==> src/rtl/sec_lowest_sched.sv <==
// sec_lowest_sched: round-robin frame scheduler that time-shares one
// second-lowest-value core among N_CH framed 16-bit sample streams.
// Each grant covers a whole frame: the core is cleared, the frame is
// streamed through a register stage, and the core result is returned with
// channel id, beat count and a degenerate-frame flag.
// Optional feature macro: SEC_LOWEST_SCHED_TIMEOUT_EN (mid-frame stall timeout).
//
// Handshakes: a beat moves on s_* only at a posedge where s_valid[i] and
// s_ready[i] are both high; a result moves at a posedge where res_valid and
// res_ready are both high. s_ready and res_valid are registered and never
// depend combinationally on s_valid or res_ready.
module sec_lowest_sched #(
  parameter int N_CH           = 4,
  parameter int CLR_CYCLES     = 2,
  parameter int TIMEOUT_CYCLES = 64,
  parameter int CW             = $clog2(N_CH)
) (
  input  logic               clk,
  input  logic               rst,
  input  logic [N_CH-1:0]    s_valid,
  input  logic [16*N_CH-1:0] s_data,
  input  logic [N_CH-1:0]    s_last,
  output logic [N_CH-1:0]    s_ready,
  output logic               core_rst_n,
  output logic               core_valid,
  output logic [15:0]        core_data,
  input  logic [15:0]        core_second_lowest,
  output logic               res_valid,
  input  logic               res_ready,
  output logic [15:0]        res_data,
  output logic [CW-1:0]      res_chan,
  output logic [15:0]        res_count,
  output logic               res_degenerate,
  output logic               res_abort,
  output logic               busy,
  output logic [2:0]         state_dbg
);

  typedef enum logic [2:0] {
    IDLE   = 3'd0,
    CLEAR  = 3'd1,
    STREAM = 3'd2,
    DRAIN1 = 3'd3,
    DRAIN2 = 3'd4,
    RESULT = 3'd5
  } state_t;

  state_t        state;
  logic [CW-1:0] rr_ptr;
  logic [CW-1:0] pick;
  logic [CW-1:0] pick_next;
  logic [CW:0]   idx;
  logic          found;
  logic          accept;
  logic [15:0]   cur_data;
  logic          cur_last;
  logic [15:0]   clr_cnt;
  logic [15:0]   first_q;
  logic          differs;

  assign busy      = (state != IDLE);
  assign state_dbg = state;

  // s_ready is one-hot only in STREAM, so this is the granted channel's handshake
  assign accept = (state == STREAM) && |(s_valid & s_ready);

  // Round-robin search starting at rr_ptr for the first requesting channel
  always_comb begin
    found = 1'b0;
    pick  = rr_ptr;
    idx   = '0;
    for (int i = 0; i < N_CH; i++) begin
      idx = {1'b0, rr_ptr} + (CW+1)'(i);
      if (idx >= (CW+1)'(N_CH)) idx = idx - (CW+1)'(N_CH);
      if (!found && s_valid[idx[CW-1:0]]) begin
        found = 1'b1;
        pick  = idx[CW-1:0];
      end
    end
    pick_next = (pick == CW'(N_CH - 1)) ? '0 : pick + CW'(1);
  end

  // Select the granted channel's beat data and last flag
  always_comb begin
    cur_data = s_data[15:0];
    cur_last = s_last[0];
    for (int i = 0; i < N_CH; i++) begin
      if (res_chan == CW'(i)) begin
        cur_data = s_data[16*i +: 16];
        cur_last = s_last[i];
      end
    end
  end

`ifdef SEC_LOWEST_SCHED_TIMEOUT_EN
  logic        cur_valid;
  logic [15:0] idle_cnt;
  logic        abort_q;
  assign cur_valid = s_valid[res_chan];
  assign res_abort = abort_q;
`else
  assign res_abort = 1'b0;
`endif

  // Frame FSM with registered outputs
  always_ff @(posedge clk or posedge rst) begin
    if (rst) begin
      state          <= IDLE;
      rr_ptr         <= '0;
      s_ready        <= '0;
      core_rst_n     <= 1'b0;
      core_valid     <= 1'b0;
      core_data      <= '0;
      res_valid      <= 1'b0;
      res_data       <= '0;
      res_chan       <= '0;
      res_count      <= '0;
      res_degenerate <= 1'b0;
      clr_cnt        <= '0;
      first_q        <= '0;
      differs        <= 1'b0;
`ifdef SEC_LOWEST_SCHED_TIMEOUT_EN
      idle_cnt       <= '0;
      abort_q        <= 1'b0;
`endif
    end else begin
      core_valid <= 1'b0;
      case (state)
        IDLE: begin
          core_rst_n <= 1'b1;
          if (found) begin
            res_chan       <= pick;
            rr_ptr         <= pick_next;
            res_count      <= '0;
            res_data       <= '0;
            res_degenerate <= 1'b0;
            differs        <= 1'b0;
            clr_cnt        <= '0;
            core_rst_n     <= 1'b0;
            state          <= CLEAR;
`ifdef SEC_LOWEST_SCHED_TIMEOUT_EN
            idle_cnt       <= '0;
            abort_q        <= 1'b0;
`endif
          end
        end
        CLEAR: begin
          if (clr_cnt == 16'(CLR_CYCLES - 1)) begin
            core_rst_n <= 1'b1;
            s_ready    <= N_CH'(1) << res_chan;
            state      <= STREAM;
          end else begin
            clr_cnt <= clr_cnt + 16'd1;
          end
        end
        STREAM: begin
          if (accept) begin
            core_valid <= 1'b1;
            core_data  <= cur_data;
            if (res_count != 16'hFFFF) res_count <= res_count + 16'd1;
            if (res_count == 16'd0) first_q <= cur_data;
            else if (cur_data != first_q) differs <= 1'b1;
            if (cur_last) begin
              s_ready <= '0;
              state   <= DRAIN1;
            end
          end
`ifdef SEC_LOWEST_SCHED_TIMEOUT_EN
          if (accept) begin
            idle_cnt <= '0;
          end else if (!cur_valid) begin
            if (idle_cnt == 16'(TIMEOUT_CYCLES - 1)) begin
              abort_q <= 1'b1;
              s_ready <= '0;
              state   <= DRAIN1;
            end else begin
              idle_cnt <= idle_cnt + 16'd1;
            end
          end
`endif
        end
        DRAIN1: state <= DRAIN2;
        DRAIN2: begin
          res_data       <= differs ? core_second_lowest : 16'hFFFF;
          res_degenerate <= ~differs;
          res_valid      <= 1'b1;
          state          <= RESULT;
        end
        RESULT: begin
          if (res_ready) begin
            res_valid <= 1'b0;
            state     <= IDLE;
          end
        end
        default: state <= IDLE;
      endcase
    end
  end

endmodule

==> config.mk <==
export PLATFORM = sky130hd
export DESIGN_NAME = sec_lowest_sched
export DESIGN_NICKNAME = d
export VERILOG_FILES = /design/src/rtl/sec_lowest_sched.sv
export SDC_FILE = /design/constraint.sdc
export NUM_CORES = 1
export LEC_CHECK = 0
export ABC_AREA = 1
export CORE_MARGIN = 10
export CORE_UTILIZATION = 49
export DETAILED_ROUTE_END_ITERATION = 16
export HOLD_SLACK_MARGIN = 0.03
export PLACE_DENSITY = 0.81
export SLEW_MARGIN = 20
export SYNTH_ARGS = -nofsm -noshare
export SYNTH_HDL_FRONTEND = slang
export SYNTH_SLANG_ARGS = --single-unit
==> constraint.sdc <==
create_clock -name clk -period 3.75 [get_ports clk]
set_clock_uncertainty 0.1 [all_clocks]
set_input_delay 0.75 -clock clk [delete_from_list [all_inputs] [get_ports clk]]
set_output_delay 0.75 -clock clk [all_outputs]
set_load 0.005 [all_outputs]
======== After elaboration in Yosys (flattened, before gate mapping) ========
Index checks and enable logic that the tools add are counted.
operators by class
  add/sub/neg operators ................... 10
  $lt $le $gt $ge ......................... 8
  eq/ne operators ......................... 21
  shift-type cells ........................ 1
  muxes and demuxes ....................... 58
  bitwise logic cells ..................... 2
  reduce and logical (&&, ||, !) cells .... 27
operators with widths
  kind                                                       count
  2-to-1 mux 16 bit                                          8
  case mux 16 bit (2 select lines)                           3
  adder 16 x 1 -> 16 bit (second input constant)             2
  2-to-1 mux 1 bit                                           20
  2-to-1 mux 2 bit                                           9
  case mux 3 bit (6 select lines)                            1
  equality test 16 x 1 -> 1 bit (second input constant)      1
  logical NOT 16 bit                                         1
  != test 16 bit                                             1
  != test 16 bit (second input constant)                     1
  2-to-1 mux 3 bit                                           5
  != test 2 bit (second input constant)                      7
  < comparator 2 x 3 -> 1 bit (second input constant)        4
  2-to-1 mux 4 bit                                           3
  AND reduction 2 bit                                        5
  AND reduction 5 bit                                        2
  nonzero test 2 bit                                         5
  greater-or-equal comparator 3 bit (second input constant)  3
  binary-select mux 1 bit (select 2 bit)                     4
  case mux 1 bit (2 select lines)                            4
  case mux 4 bit (2 select lines)                            1
  AND reduction 4 bit                                        2
  subtractor 2 x 1 -> 2 bit (second input constant)          4
  adder 2 x 2 -> 3 bit (second input constant)               2
  18 further kinds                                           29
word-level totals
  register bits ........................... 96
  input port bits ......................... 91
  word-level logic and storage cells ...... 141

======== Depth between registers and ports, before layout ========
  word-level depth ........................ 16
  gate-level depth with buffers ........... 15

======== Least setup slack after synthesis ========
No wires, ideal clock.
  path kind ............................... input -> register
  from .................................... input port s_valid[3]
  to ...................................... register res_count[10]
  arrival ................................. 1.840 ns
  setup slack ............................. 1.693 ns
  cell stages on the path ................. 8
  path buffers ............................ 1
  cell sequence ........................... nand2_1 > nand2_1 > a221oi_1 > nand2_1 > a21boi_4 > buf_4 > nand2_1 > nand2_1
between the ends
  cells in the longest elaborated chain, start to end .. 14
  elaborated cells on any way between the ends .. 24
  classes of those cells .................. 2 x eq/ne; 12 x mux; 1 x bitwise; 9 x reduce/logical
RTL lines
  element                                 line  RTL
  start: declaration                      20    input logic [N_CH-1:0] s_valid,
  binary-select mux 1 bit (select 2 bit)  75    if (!found && s_valid[idx[CW-1:0]]) begin
  2-to-1 mux 1 bit (not written as such)  75
  2-to-1 mux 1 bit                        75
  logical NOT 1 bit                       75
  logical AND 1 bit                       75
  2-to-1 mux 1 bit                        75
  logical NOT 1 bit                       75
  logical AND 1 bit                       75
  2-to-1 mux 1 bit                        75
  logical NOT 1 bit                       75
  logical AND 1 bit                       75
  2-to-1 mux 1 bit                        75
  != test 2 bit (no source line)          --
  AND reduction 4 bit (no source line) *  --
  end signal: assignment                  160   if (res_count != 16'hFFFF) res_count <= res_count + 16'd1;
  end: declaration                        32    output logic [15:0] res_count,
Every way passes the cells marked *; elsewhere a longest branch is shown, timed or not. The select of a mux whose other input is x is not followed.
A chain may end at the register's enable or synchronous reset.

======== Final worst setup path ========
  from .................................... input port s_valid[3]
  to ...................................... register first_q[9]
between the ends
  cells in the longest elaborated chain, start to end .. 4
RTL lines
  element                               line  RTL
  AND 4 bit                             65    assign accept = (state == STREAM) && |(s_valid & s_ready);
  OR reduction 4 bit                    65
  logical AND 1 bit                     65
  AND reduction 3 bit (no source line)  --
  end signal: assignment                161   if (res_count == 16'd0) first_q <= cur_data;
  end: declaration                      58    logic [15:0] first_q;
Every way passes these cells.

==> results.yml <==
power:
  ir_drop_uv: 456
  pwr-share-clk: 0.185
  p_comb_frac: 0.510
  switchingPower_mw: 2.39
  switching_share: 0.436
  leakagePower_nw: 3.52
  power.density_nw_per_um2: 716
  power.internal_mw: 3.09
  seq_power_share: 0.305
final_layout:
  areaGrowthSynthToFinish_pct: 32.7
  nNetsFinal: 1025
  final_area_um2: 7660
  fillers: 984
  multi_input_area_um2: 2920
  antenna_cells: 0
  regArea_um2: 2400
  layout_common_cells: "238 x nand2_1, 152 x clkdlybuf4s50_1, 103 x nand3_1"
  drive_gt1_frac: 0.0695
  final_common_cell: "nand2_1"
worst_setup_path:
  cpPeakStageDelay_ps: 590
  cp-end-kind: "register"
  crit_fanout: 34
  required_ps: 3910
  critPathArrivalTime_ps: 2760
  cp_common_cell: "nand2_1"
  cp-start-kind: "primary input"
  crit_slowest_cell: "a221oi_1"
  crit_family: "compound AO/OA/AOI/OAI gates"
  path_class: "primary input to register"
  cp_num_buf_inv: 2
  cp_cell_sequence: "clkdlybuf4s50_1 -> nand2_1 -> nand2_1 -> a221oi_1 -> nor2_4 -> inv_4 -> nor2_1 -> o21ai_0"
timing:
  rsz0062_at_grt: "no"
  drv_slew: 0
  max_clock_freq_mhz: 384
  tns_ps: 0
  setup_viol: 0
  finalCritPeriodShare: 0.694
  worst_slew_pin_slew_ps: 774
  finalHoldViolCount: 0
  slew_headroom: 0.482
  layout_min_cycle_time_ps: 2600
clock_network:
  clock_sinks: 96
  clk_pin_slew_ps: 70
  post_cts_resized: 0
  cts_max_path_buffers: 2
  numCtsBuffers: 9
  cts_tree: "built"
  clock_latency_ps: 350
  cts-root-buf: "clkbuf_16"
  hold_buffers: 0
  htreeDepth: 3
  cts_setup_buffers: 0
global_routing:
  grt_max_degree: 58
  grt-busiest-layer: "met2"
  grtUsageMet3: 0.0657
  grt_use_met1: 0.257
  first_global_vias: 5365
  grtUsageMet2: 0.319
  grt_overflow_total: 0
  gr-usage-all-layers: 0.201
  grt_pass1_wl_um: 27200
  grt_antenna_before_repair: 0
place:
  dp_hpwl_um: 12800
  placed_area_um2: 7330
  io_buffers: 152
  place.gp.congestion: 0.929
floorplan:
  row_count: 39
  dieArea_um2: 16500
  die_w_um: 129
  fp.coreArea_um2: 11500
  die_height_um: 129
  start_util: 0.503
  io-pin-count: 154
outcome:
  status: "completed"
synthesis:
  synth.area.top_cells: "dfrtp_1 42%, nand2_1 15%, nand3_1 8.9%"
  async_reset_ff_frac: 1.00
  ys.flop_type: "dfrtp_1"
  yosysTopAreaCell: "dfrtp_1"
  syn_nets: 887
  ys_ff_latch: 96
  yosysSeqAreaShare: 0.416
  synth_edf_count: 0
  syn_avg_cell_area_um2: 7.29
  yosysUniqueCellTypes: 42
  syn_inst: 792
  yosysWarnings: 0
  synth_top_area_share: 0.416
  syn_area_um2: 5770
detailed_routing:
  vias: 5633
  routed_wl_um: 16800
  antenna_left: 0
  drtIter0Drc: 383
  viasPerCell: 5.23
  drt_first_pass_iters: 5
  wire_per_inst_um: 15.6
  drc_errors: 0
hold_path:
  hp-class: "register to register"
flow_run:
  maxCapViolCount: 0
[final cells by class]
| type | instances | share of cell area |
|---|---|---|
| multi-input cells | 596 | 0.381 |
| flip-flops and latches | 96 | 0.314 |
| repair buffers | 155 | 0.203 |
| inverters | 72 | 0.0366 |
| clock buffers | 9 | 0.0294 |
| well taps | 143 | 0.0234 |
| clock inverters | 7 | 0.0132 |
[registers in the layout (all words and copies together) (netlist names), 2 cells and up]
register   flops
clr_cnt       16
core_data     16
first_q       16
res_chan       2
res_count     16
res_data      16
rr_ptr         2
s_ready        4
state_dbg      3
[final timing paths]
kind | startpoint | to | slack (ps) | cells past startpoint
worst max-delay path | s_valid[3] | first_q[9] | 1150 | 8
worst min-delay path | core_data[7] | core_data[7] | 390 | 2
worst max register to register | res_chan[0] | differs | 1180 | 10
worst min register to register | core_data[7] | core_data[7] | 390 | 2
max in group asynchronous | rst | clr_cnt[8] | 2190 | 3
min in group asynchronous | rst | first_q[0] | 690 | 2
[cells by family (layout without fill, tap and decap cells)]
kind of cell | Yosys count | in the layout | share of synthesized area
other cells | 1 | 1 | 0.000650
xor+xnor | 21 | 21 | 0.0332
fa+ha+maj | 4 | 4 | 0.00867
flops | 96 | 96 | 0.416
simple gates | 457 | 457 | 0.352
buf+inv | 100 | 243 | 0.0787
compound gates | 113 | 113 | 0.110
[Yosys cell counts (2+ instances only)]
| master | n |
|---|---|
| inv_4 | 3 |
| nand2_1 | 238 |
| o21ai_1 | 16 |
| o32ai_1 | 2 |
| nor3_1 | 19 |
| nand3_2 | 2 |
| nor2_1 | 51 |
| a21oi_1 | 10 |
| buf_6 | 5 |
| inv_1 | 65 |
| nor2_2 | 2 |
| clkbuf_1 | 10 |
| buf_4 | 7 |
| buf_2 | 6 |
| xnor2_1 | 5 |
| o22ai_1 | 3 |
| o21ai_2 | 2 |
| inv_2 | 4 |
| nor2_4 | 3 |
| o21ai_0 | 70 |
| nand4_1 | 8 |
| dfrtp_1 | 96 |
| xor2_1 | 15 |
| nor4_1 | 7 |
| nand2_2 | 5 |
| o31ai_1 | 2 |
| ha_1 | 4 |
| nand3_1 | 103 |
| or2_2 | 16 |
[metal layers]
layer,vias to the layer above,share of wire
met5,-,0
met4,0,0.017
met3,21,0.069
met2,149,0.49
met1,2600,0.43
li1,2863,-
[metrics by stage]
| step | total power, mW | hold WS, ps | instances | worst slack, ps | util |
|---|---|---|---|---|---|
| floorplan | 3.54 | 362 | 792 | 395 | - |
| global placement | 4.43 | 370 | 1062 | 891 | 0.640 |
| detailed placement | 4.47 | 372 | 1062 | 825 | 0.640 |
| CTS | 5.51 | 389 | 1078 | 1170 | 0.668 |
| global route | 5.98 | 410 | 1078 | 958 | 0.668 |
| finish | 5.49 | 389 | 1078 | 1150 | 0.668 |
[power by group through the flow]
stage	clock network (mW)	logic [mW]	registers, mW
after detailed placement	0	2.78	1.68
final	1.01	2.80	1.68
after global routing	1.07	3.19	1.73
after global placement	0	2.75	1.68
after floorplan	0	1.92	1.62
after CTS	1.03	2.81	1.67
[tightest hold or removal path: stages (launching register included)]
cell	delay [ps]
dfrtp_1	340
nand2_1	50
o21ai_0	60
(Power assumes the default switching activity.)
